[src/rtl/game_pkg.sv]
// Shared game constants and enums for the collision/damage path.
package game_pkg;

  localparam int COORD_W    = 11;
  localparam int CHAR_W     = 64;
  localparam int CHAR_H     = 64;
  localparam int PROJ_W     = 16;
  localparam int PROJ_H     = 16;
  localparam int HEALTH_MAX = 500;
  localparam int DAMAGE     = 50;
  localparam int HP_W       = 10;

  typedef enum logic [1:0] {
    WIN_NONE = 2'b00,
    WIN_CAT  = 2'b01,
    WIN_DOG  = 2'b10,
    WIN_DRAW = 2'b11
  } winner_t;

  typedef enum logic [1:0] {
    ST_IDLE   = 2'd0,
    ST_SAMPLE = 2'd1,
    ST_CHECK  = 2'd2,
    ST_ISSUE  = 2'd3
  } hit_state_t;

endpackage

[src/rtl/aabb_overlap.sv]
// Combinational axis-aligned box overlap; edge-touching boxes do not overlap.
module aabb_overlap
  import game_pkg::*;
#(
  parameter int AW = PROJ_W,
  parameter int AH = PROJ_H,
  parameter int BW = CHAR_W,
  parameter int BH = CHAR_H
) (
  input  logic [COORD_W-1:0] ax,
  input  logic [COORD_W-1:0] ay,
  input  logic [COORD_W-1:0] bx,
  input  logic [COORD_W-1:0] by,
  output logic               overlap
);

  localparam logic [COORD_W:0] AW_E = (COORD_W+1)'(AW);
  localparam logic [COORD_W:0] AH_E = (COORD_W+1)'(AH);
  localparam logic [COORD_W:0] BW_E = (COORD_W+1)'(BW);
  localparam logic [COORD_W:0] BH_E = (COORD_W+1)'(BH);

  // One extra bit keeps sums near the screen edge from wrapping.
  logic [COORD_W:0] ax_e, ay_e, bx_e, by_e;

  assign ax_e = {1'b0, ax};
  assign ay_e = {1'b0, ay};
  assign bx_e = {1'b0, bx};
  assign by_e = {1'b0, by};

  assign overlap = (ax_e < bx_e + BW_E) && (bx_e < ax_e + AW_E) &&
                   (ay_e < by_e + BH_E) && (by_e < ay_e + AH_E);

endmodule

[src/rtl/hit_ctrl.sv]
// Per-frame projectile/character collision check, damage pulses,
// invulnerability cooldowns and sticky game-over/winner latch.
module hit_ctrl
  import game_pkg::*;
#(
  parameter int CHAR_W        = game_pkg::CHAR_W,
  parameter int CHAR_H        = game_pkg::CHAR_H,
  parameter int PROJ_W        = game_pkg::PROJ_W,
  parameter int PROJ_H        = game_pkg::PROJ_H,
  parameter int INVULN_FRAMES = 30
) (
  input  logic                clk,
  input  logic                rst,
  input  logic                frame_tick,
  input  logic [COORD_W-1:0]  cat_x,
  input  logic [COORD_W-1:0]  cat_y,
  input  logic [COORD_W-1:0]  dog_x,
  input  logic [COORD_W-1:0]  dog_y,
  input  logic                cat_proj_valid,
  input  logic [COORD_W-1:0]  cat_proj_x,
  input  logic [COORD_W-1:0]  cat_proj_y,
  input  logic                dog_proj_valid,
  input  logic [COORD_W-1:0]  dog_proj_x,
  input  logic [COORD_W-1:0]  dog_proj_y,
  input  logic [HP_W-1:0]     hp_cat,
  input  logic [HP_W-1:0]     hp_dog,
  output logic                hit_cat,
  output logic                hit_dog,
  output logic                cat_proj_clear,
  output logic                dog_proj_clear,
  output logic                game_over,
  output logic [1:0]          winner,
  output logic                busy
);

  // state     | meaning
  // ST_IDLE   | waiting for frame_tick; inputs captured on the tick
  // ST_SAMPLE | cooldown decrement, game-over evaluation
  // ST_CHECK  | overlap results registered
  // ST_ISSUE  | one-cycle hit/clear pulses, cooldown reload

  localparam logic [5:0] CD_LOAD = 6'(INVULN_FRAMES);

  hit_state_t state, state_nxt;

  logic [COORD_W-1:0] s_cat_x, s_cat_y, s_dog_x, s_dog_y;
  logic [COORD_W-1:0] s_cp_x, s_cp_y, s_dp_x, s_dp_y;
  logic               s_cp_valid, s_dp_valid;
  logic [HP_W-1:0]    s_hp_cat, s_hp_dog;
  logic [5:0]         cd_cat, cd_dog;
  logic               ov_cat, ov_dog;
  logic               ov_cat_c, ov_dog_c;
  logic               go;
  winner_t            win;

  aabb_overlap #(.AW(PROJ_W), .AH(PROJ_H), .BW(CHAR_W), .BH(CHAR_H)) u_ov_dog (
    .ax(s_cp_x), .ay(s_cp_y), .bx(s_dog_x), .by(s_dog_y), .overlap(ov_dog_c)
  );

  aabb_overlap #(.AW(PROJ_W), .AH(PROJ_H), .BW(CHAR_W), .BH(CHAR_H)) u_ov_cat (
    .ax(s_dp_x), .ay(s_dp_y), .bx(s_cat_x), .by(s_cat_y), .overlap(ov_cat_c)
  );

  always_ff @(posedge clk) begin
    if (rst) state <= ST_IDLE;
    else     state <= state_nxt;
  end

  always_comb begin
    state_nxt = state;
    case (state)
      ST_IDLE:   if (frame_tick) state_nxt = ST_SAMPLE;
      ST_SAMPLE: state_nxt = ST_CHECK;
      ST_CHECK:  state_nxt = ST_ISSUE;
      ST_ISSUE:  state_nxt = ST_IDLE;
      default:   state_nxt = ST_IDLE;
    endcase
  end

  always_comb begin
    hit_cat        = 1'b0;
    hit_dog        = 1'b0;
    cat_proj_clear = 1'b0;
    dog_proj_clear = 1'b0;
    if (state == ST_ISSUE && !go) begin
      hit_dog        = ov_dog && (cd_dog == 6'd0);
      hit_cat        = ov_cat && (cd_cat == 6'd0);
      cat_proj_clear = ov_dog;
      dog_proj_clear = ov_cat;
    end
  end

  assign busy      = (state != ST_IDLE);
  assign game_over = go;
  assign winner    = win;

  always_ff @(posedge clk) begin
    if (rst) begin
      s_cat_x    <= '0;
      s_cat_y    <= '0;
      s_dog_x    <= '0;
      s_dog_y    <= '0;
      s_cp_x     <= '0;
      s_cp_y     <= '0;
      s_dp_x     <= '0;
      s_dp_y     <= '0;
      s_cp_valid <= 1'b0;
      s_dp_valid <= 1'b0;
      s_hp_cat   <= '0;
      s_hp_dog   <= '0;
      cd_cat     <= '0;
      cd_dog     <= '0;
      ov_cat     <= 1'b0;
      ov_dog     <= 1'b0;
      go         <= 1'b0;
      win        <= WIN_NONE;
    end else begin
      case (state)
        ST_IDLE: begin
          if (frame_tick) begin
            s_cat_x    <= cat_x;
            s_cat_y    <= cat_y;
            s_dog_x    <= dog_x;
            s_dog_y    <= dog_y;
            s_cp_x     <= cat_proj_x;
            s_cp_y     <= cat_proj_y;
            s_dp_x     <= dog_proj_x;
            s_dp_y     <= dog_proj_y;
            s_cp_valid <= cat_proj_valid;
            s_dp_valid <= dog_proj_valid;
            s_hp_cat   <= hp_cat;
            s_hp_dog   <= hp_dog;
          end
        end
        ST_SAMPLE: begin
          if (cd_cat != 6'd0) cd_cat <= cd_cat - 6'd1;
          if (cd_dog != 6'd0) cd_dog <= cd_dog - 6'd1;
          // A dead dog means cat wins (01), a dead cat means dog wins (10).
          if (!go && (s_hp_cat == '0 || s_hp_dog == '0)) begin
            go  <= 1'b1;
            win <= winner_t'({s_hp_cat == '0, s_hp_dog == '0});
          end
        end
        ST_CHECK: begin
          ov_dog <= s_cp_valid && ov_dog_c;
          ov_cat <= s_dp_valid && ov_cat_c;
        end
        ST_ISSUE: begin
          if (hit_dog) cd_dog <= CD_LOAD;
          if (hit_cat) cd_cat <= CD_LOAD;
        end
        default: ;
      endcase
    end
  end

endmodule
[config.mk]
export PLATFORM = sky130hd
export DESIGN_NAME = hit_ctrl
export DESIGN_NICKNAME = d
export VERILOG_FILES = /design/src/rtl/game_pkg.sv /design/src/rtl/aabb_overlap.sv /design/src/rtl/hit_ctrl.sv
export SDC_FILE = /design/constraint.sdc
export NUM_CORES = 1
export LEC_CHECK = 0
export CAP_MARGIN = 25
export CORE_ASPECT_RATIO = 0.75
export CORE_MARGIN = 1.5
export CORE_UTILIZATION = 40
export CTS_CLUSTER_DIAMETER = 40
export DETAILED_ROUTE_END_ITERATION = 16
export GPL_ROUTABILITY_DRIVEN = 0
export GPL_TIMING_DRIVEN = 0
export PLACE_DENSITY = 0.62
export SLEW_MARGIN = 0
export SYNTH_ARGS = -nofsm -noshare
export SYNTH_HDL_FRONTEND = slang
export SYNTH_SLANG_ARGS = --single-unit
[constraint.sdc]
create_clock -name clk -period 4.05 [get_ports clk]
set_input_delay 0.405 -clock clk [delete_from_list [all_inputs] [get_ports clk]]
set_output_delay 0.405 -clock clk [all_outputs]
set_load 0.1 [all_outputs]
==> impl_metrics.env <==
export IMPL_cts_resized_gates=0
export IMPL_post_cts_buffers=0
export IMPL_die_width_um=158
export IMPL_cp_buffers_inverters=2
export IMPL_final_core_util_pct=52.7
export IMPL_wirelength_mm=19.4
export IMPL_ys_seq_elements=129
export IMPL_multi_input_area_um2=4280
export IMPL_nets=1278
export IMPL_hp_class="register to register"
export IMPL_fillers=1792
export IMPL_crit_family="buffers and inverters"
export IMPL_synth_cells=931
export IMPL_yosys_warnings=0
export IMPL_worstPathRequired_ns=3.64
export IMPL_core_um2=17700
export IMPL_slew_violations=0
export IMPL_cts_hold_buf=0
export IMPL_drive_gt1_share_pct=3.24
export IMPL_diodes=0
export IMPL_clk_path_buf_depth=2
export IMPL_syn_num_nets=1139
export IMPL_ys_types=46
export IMPL_power_switching_mw=2.04
export IMPL_whs_path_depth=2
export IMPL_fin_skew_ns=0.00797
export IMPL_synth_area_per_cell_um2=7.75
export IMPL_antenna_found_initial=0
export IMPL_min_period_ns=3.42
export IMPL_grt_pass1_vias=6338
export IMPL_ir_drop_mv=0.246
export IMPL_dp_hpwl_mm=14.6
export IMPL_p_per_area_nw_per_um2=573
export IMPL_synth_top_area_share_pct=35.8
export IMPL_start_util_pct=40.9
export IMPL_timing_final_crit_share_pct=84.6
export IMPL_via_per_inst=5.01
export IMPL_internal_power_mw=3.29
export IMPL_rows=42
export IMPL_postRouteAntennaNets=0
export IMPL_clock_sinks=129
export IMPL_insertion_delay_ns=0.42
export IMPL_finalSetupTns_ns=0
export IMPL_worstPathArrival_ns=3.02
export IMPL_final_setup_viol_count=0
export IMPL_slew_headroom_pct=33.0
export IMPL_cp_num_cells=5
export IMPL_synth_area_leader_cell="dfxtp_1"
export IMPL_rr_worst_depth=10
export IMPL_crit_fanout=8
export IMPL_synth_edf_count=0
export IMPL_numCtsBuffers=17
export IMPL_overflow=0
export IMPL_total_power_mw=5.33
export IMPL_first_pass_iters=7
export IMPL_drc=0
export IMPL_worstSetupPathType="register to output pin"
export IMPL_final_cells=1323
export IMPL_max_freq_mhz=292
export IMPL_r2r_start="s_dog_x[6]"
export IMPL_hold_viol=0
export IMPL_max_stage_delay_ns=1.12
export IMPL_grt_first_pass_wirelength_mm=31.7
export IMPL_p_leak_nw=3.70
export IMPL_crit_start="state[1]"
export IMPL_area_growth_pct=28.9
export IMPL_placed_area_um2=8720
export IMPL_slowest_stage="clkdlybuf4s50_1"
export IMPL_grt_util_all_layers_pct=21.7
export IMPL_max_cap_violations=0
export IMPL_ys_async_sr_fraction_pct=0
export IMPL_cts_tree="done"
export IMPL_start_kind="register"
export IMPL_status="finished clean"
export IMPL_die_y_um=119
export IMPL_ctsHtreeMaxLevel=4
export IMPL_clkSlewWorstSetupHoldPaths_ns=0.06
export IMPL_synth_area_top_cells="dfxtp_1, ha_1, nand2_1"
export IMPL_tightest_slew_ns=1.00
export IMPL_synth_cell_area_um2=7220
export IMPL_synth_main_ff_cell="dfxtp_1"
export IMPL_yosysSeqAreaShare_pct=35.8
export IMPL_num_vias=6623
export IMPL_combPwrFrac_pct=37.5
export IMPL_portBuffers=120
export IMPL_endpoint_kind="output pin"
export IMPL_p_sw_share_pct=38.3
export IMPL_drt_initial_drc_count=365
export IMPL_hold_start="s_hp_dog[3]"
export IMPL_wire_per_inst_um=14.6
export IMPL_rsz0062_at_grt="no"
export IMPL_cts_root_buf="clkbuf_16"
export IMPL_post_place_cells=1293
export IMPL_grt_max_degree=17
export IMPL_final_area_um2=9310
export IMPL_power_clock_fraction_pct=28.9
export IMPL_regArea_um2=2580
export IMPL_dieArea_um2=18900
export IMPL_ios=121
export IMPL_seqPwrFrac_pct=33.5
export IMPL_path_cells="ha_1 -> nand3b_1 -> or4_4 -> inv_1 -> clkdlybuf4s50_1"
-- cells in the mapped netlist, types with 4 or more instances --
cell      instances
inv_1            56
nor4_1            5
a211oi_1          9
xnor2_1          12
nor2_1           37
nor2b_1           4
nand4_1           8
xor2_1           24
a21o_1           10
o21ai_0          18
nand2b_1          5
clkbuf_1         34
nand2_1         245
and3_1           12
dfxtp_1         129
ha_1             95
nor3_1            5
buf_1             4
a21oi_1         139
a311oi_1          6
nand3_1          30
-- metal layers --
layer,share of wire [%],up-vias,global-route usage [%]
met3,5.5,17,4.62
met2,39,171,30.1
li1,-,3443,-
met4,1.1,0,6.13
met1,54,2992,33.0
met5,0,-,0
-- worst register-to-register path: cells and delay by family (launching register included) --
kind | cells | cell delay, ns
AND/OR/NAND/NOR | 4 | 0.66
adder cells (fa/ha/maj) | 2 | 0.56
AO/OA/AOI/OAI | 3 | 0.78
XOR/XNOR | 1 | 0.16
flip-flops | 1 | 0.45
-- power groups by stage --
stage | Sequential (mW) | Clock (mW) | Combinational (mW)
5_1_grt | 1.83 | 1.63 | 2.28
2_1_floorplan | 1.79 | 0 | 1.38
3_5_place_dp | 1.81 | 0 | 1.99
3_3_place_gp | 1.80 | 0 | 1.97
4_1_cts | 1.78 | 1.57 | 2.01
6_report | 1.79 | 1.54 | 2.00
-- layout make-up --
cell class	instances	share of cell area (%)
Inverter	56	2.26
Multi-Input combinational cell	708	46.0
Clock buffer	20	4.80
Buffer	38	1.53
Timing Repair Buffer	120	12.9
Clock inverter	10	1.48
Sequential cell	129	27.7
Tap cell	242	3.25
-- placed cells by master (no fill, tap or decap), drive strengths merged, types with 4 or more instances in the layout --
cell type,Yosys,layout
a211oi,9,9
a21o,10,10
a21oi,139,139
a311oi,6,6
and3,12,12
buf,4,4
clkbuf,34,54
clkdlybuf4s50,0,120
clkinvlp,0,5
dfxtp,129,129
ha,95,95
inv,56,56
nand2,245,245
nand2b,5,5
nand3,30,30
nand4,8,8
nor2,37,37
nor2b,4,4
nor3,5,5
nor4,5,5
o21ai,20,20
or2,4,4
xnor2,12,12
xor2,24,24
-- registers in the layout (all words and copies together), names as in the netlist, 11 cells and up --
name     count
s_cat_x     11
s_cat_y     11
s_cp_x      11
s_cp_y      11
s_dog_x     11
s_dog_y     11
s_dp_x      11
s_dp_y      11
-- through the flow --
step / hold WS [ns] / worst slack, ns
global placement: 0.442 / 1.07
detailed placement: 0.449 / 1.09
finish: 0.455 / 0.625
floorplan: 0.436 / 1.64
CTS: 0.456 / 0.617
global route: 0.472 / 0.501
-- worst paths after layout --
check	slack, ns	endpoint
worst max register to register	1.36	ov_dog
worst max-delay path	0.63	hit_cat
worst min register to register	0.46	s_hp_dog[3]
worst min-delay path	0.46	s_hp_dog[3]
-- cell families (layout without fill, tap and decap cells) --
logic type / count (synthesis) / after routing / share of synthesized area, %
simple gates: 371 / 371 / 22.2
compound gates: 206 / 206 / 16.3
flops: 129 / 129 / 35.8
fa+ha+maj: 95 / 95 / 16.5
buf+inv: 94 / 244 / 4.89
xor+xnor: 36 / 36 / 4.37
Note: power is estimated with default switching activity, not from simulation.
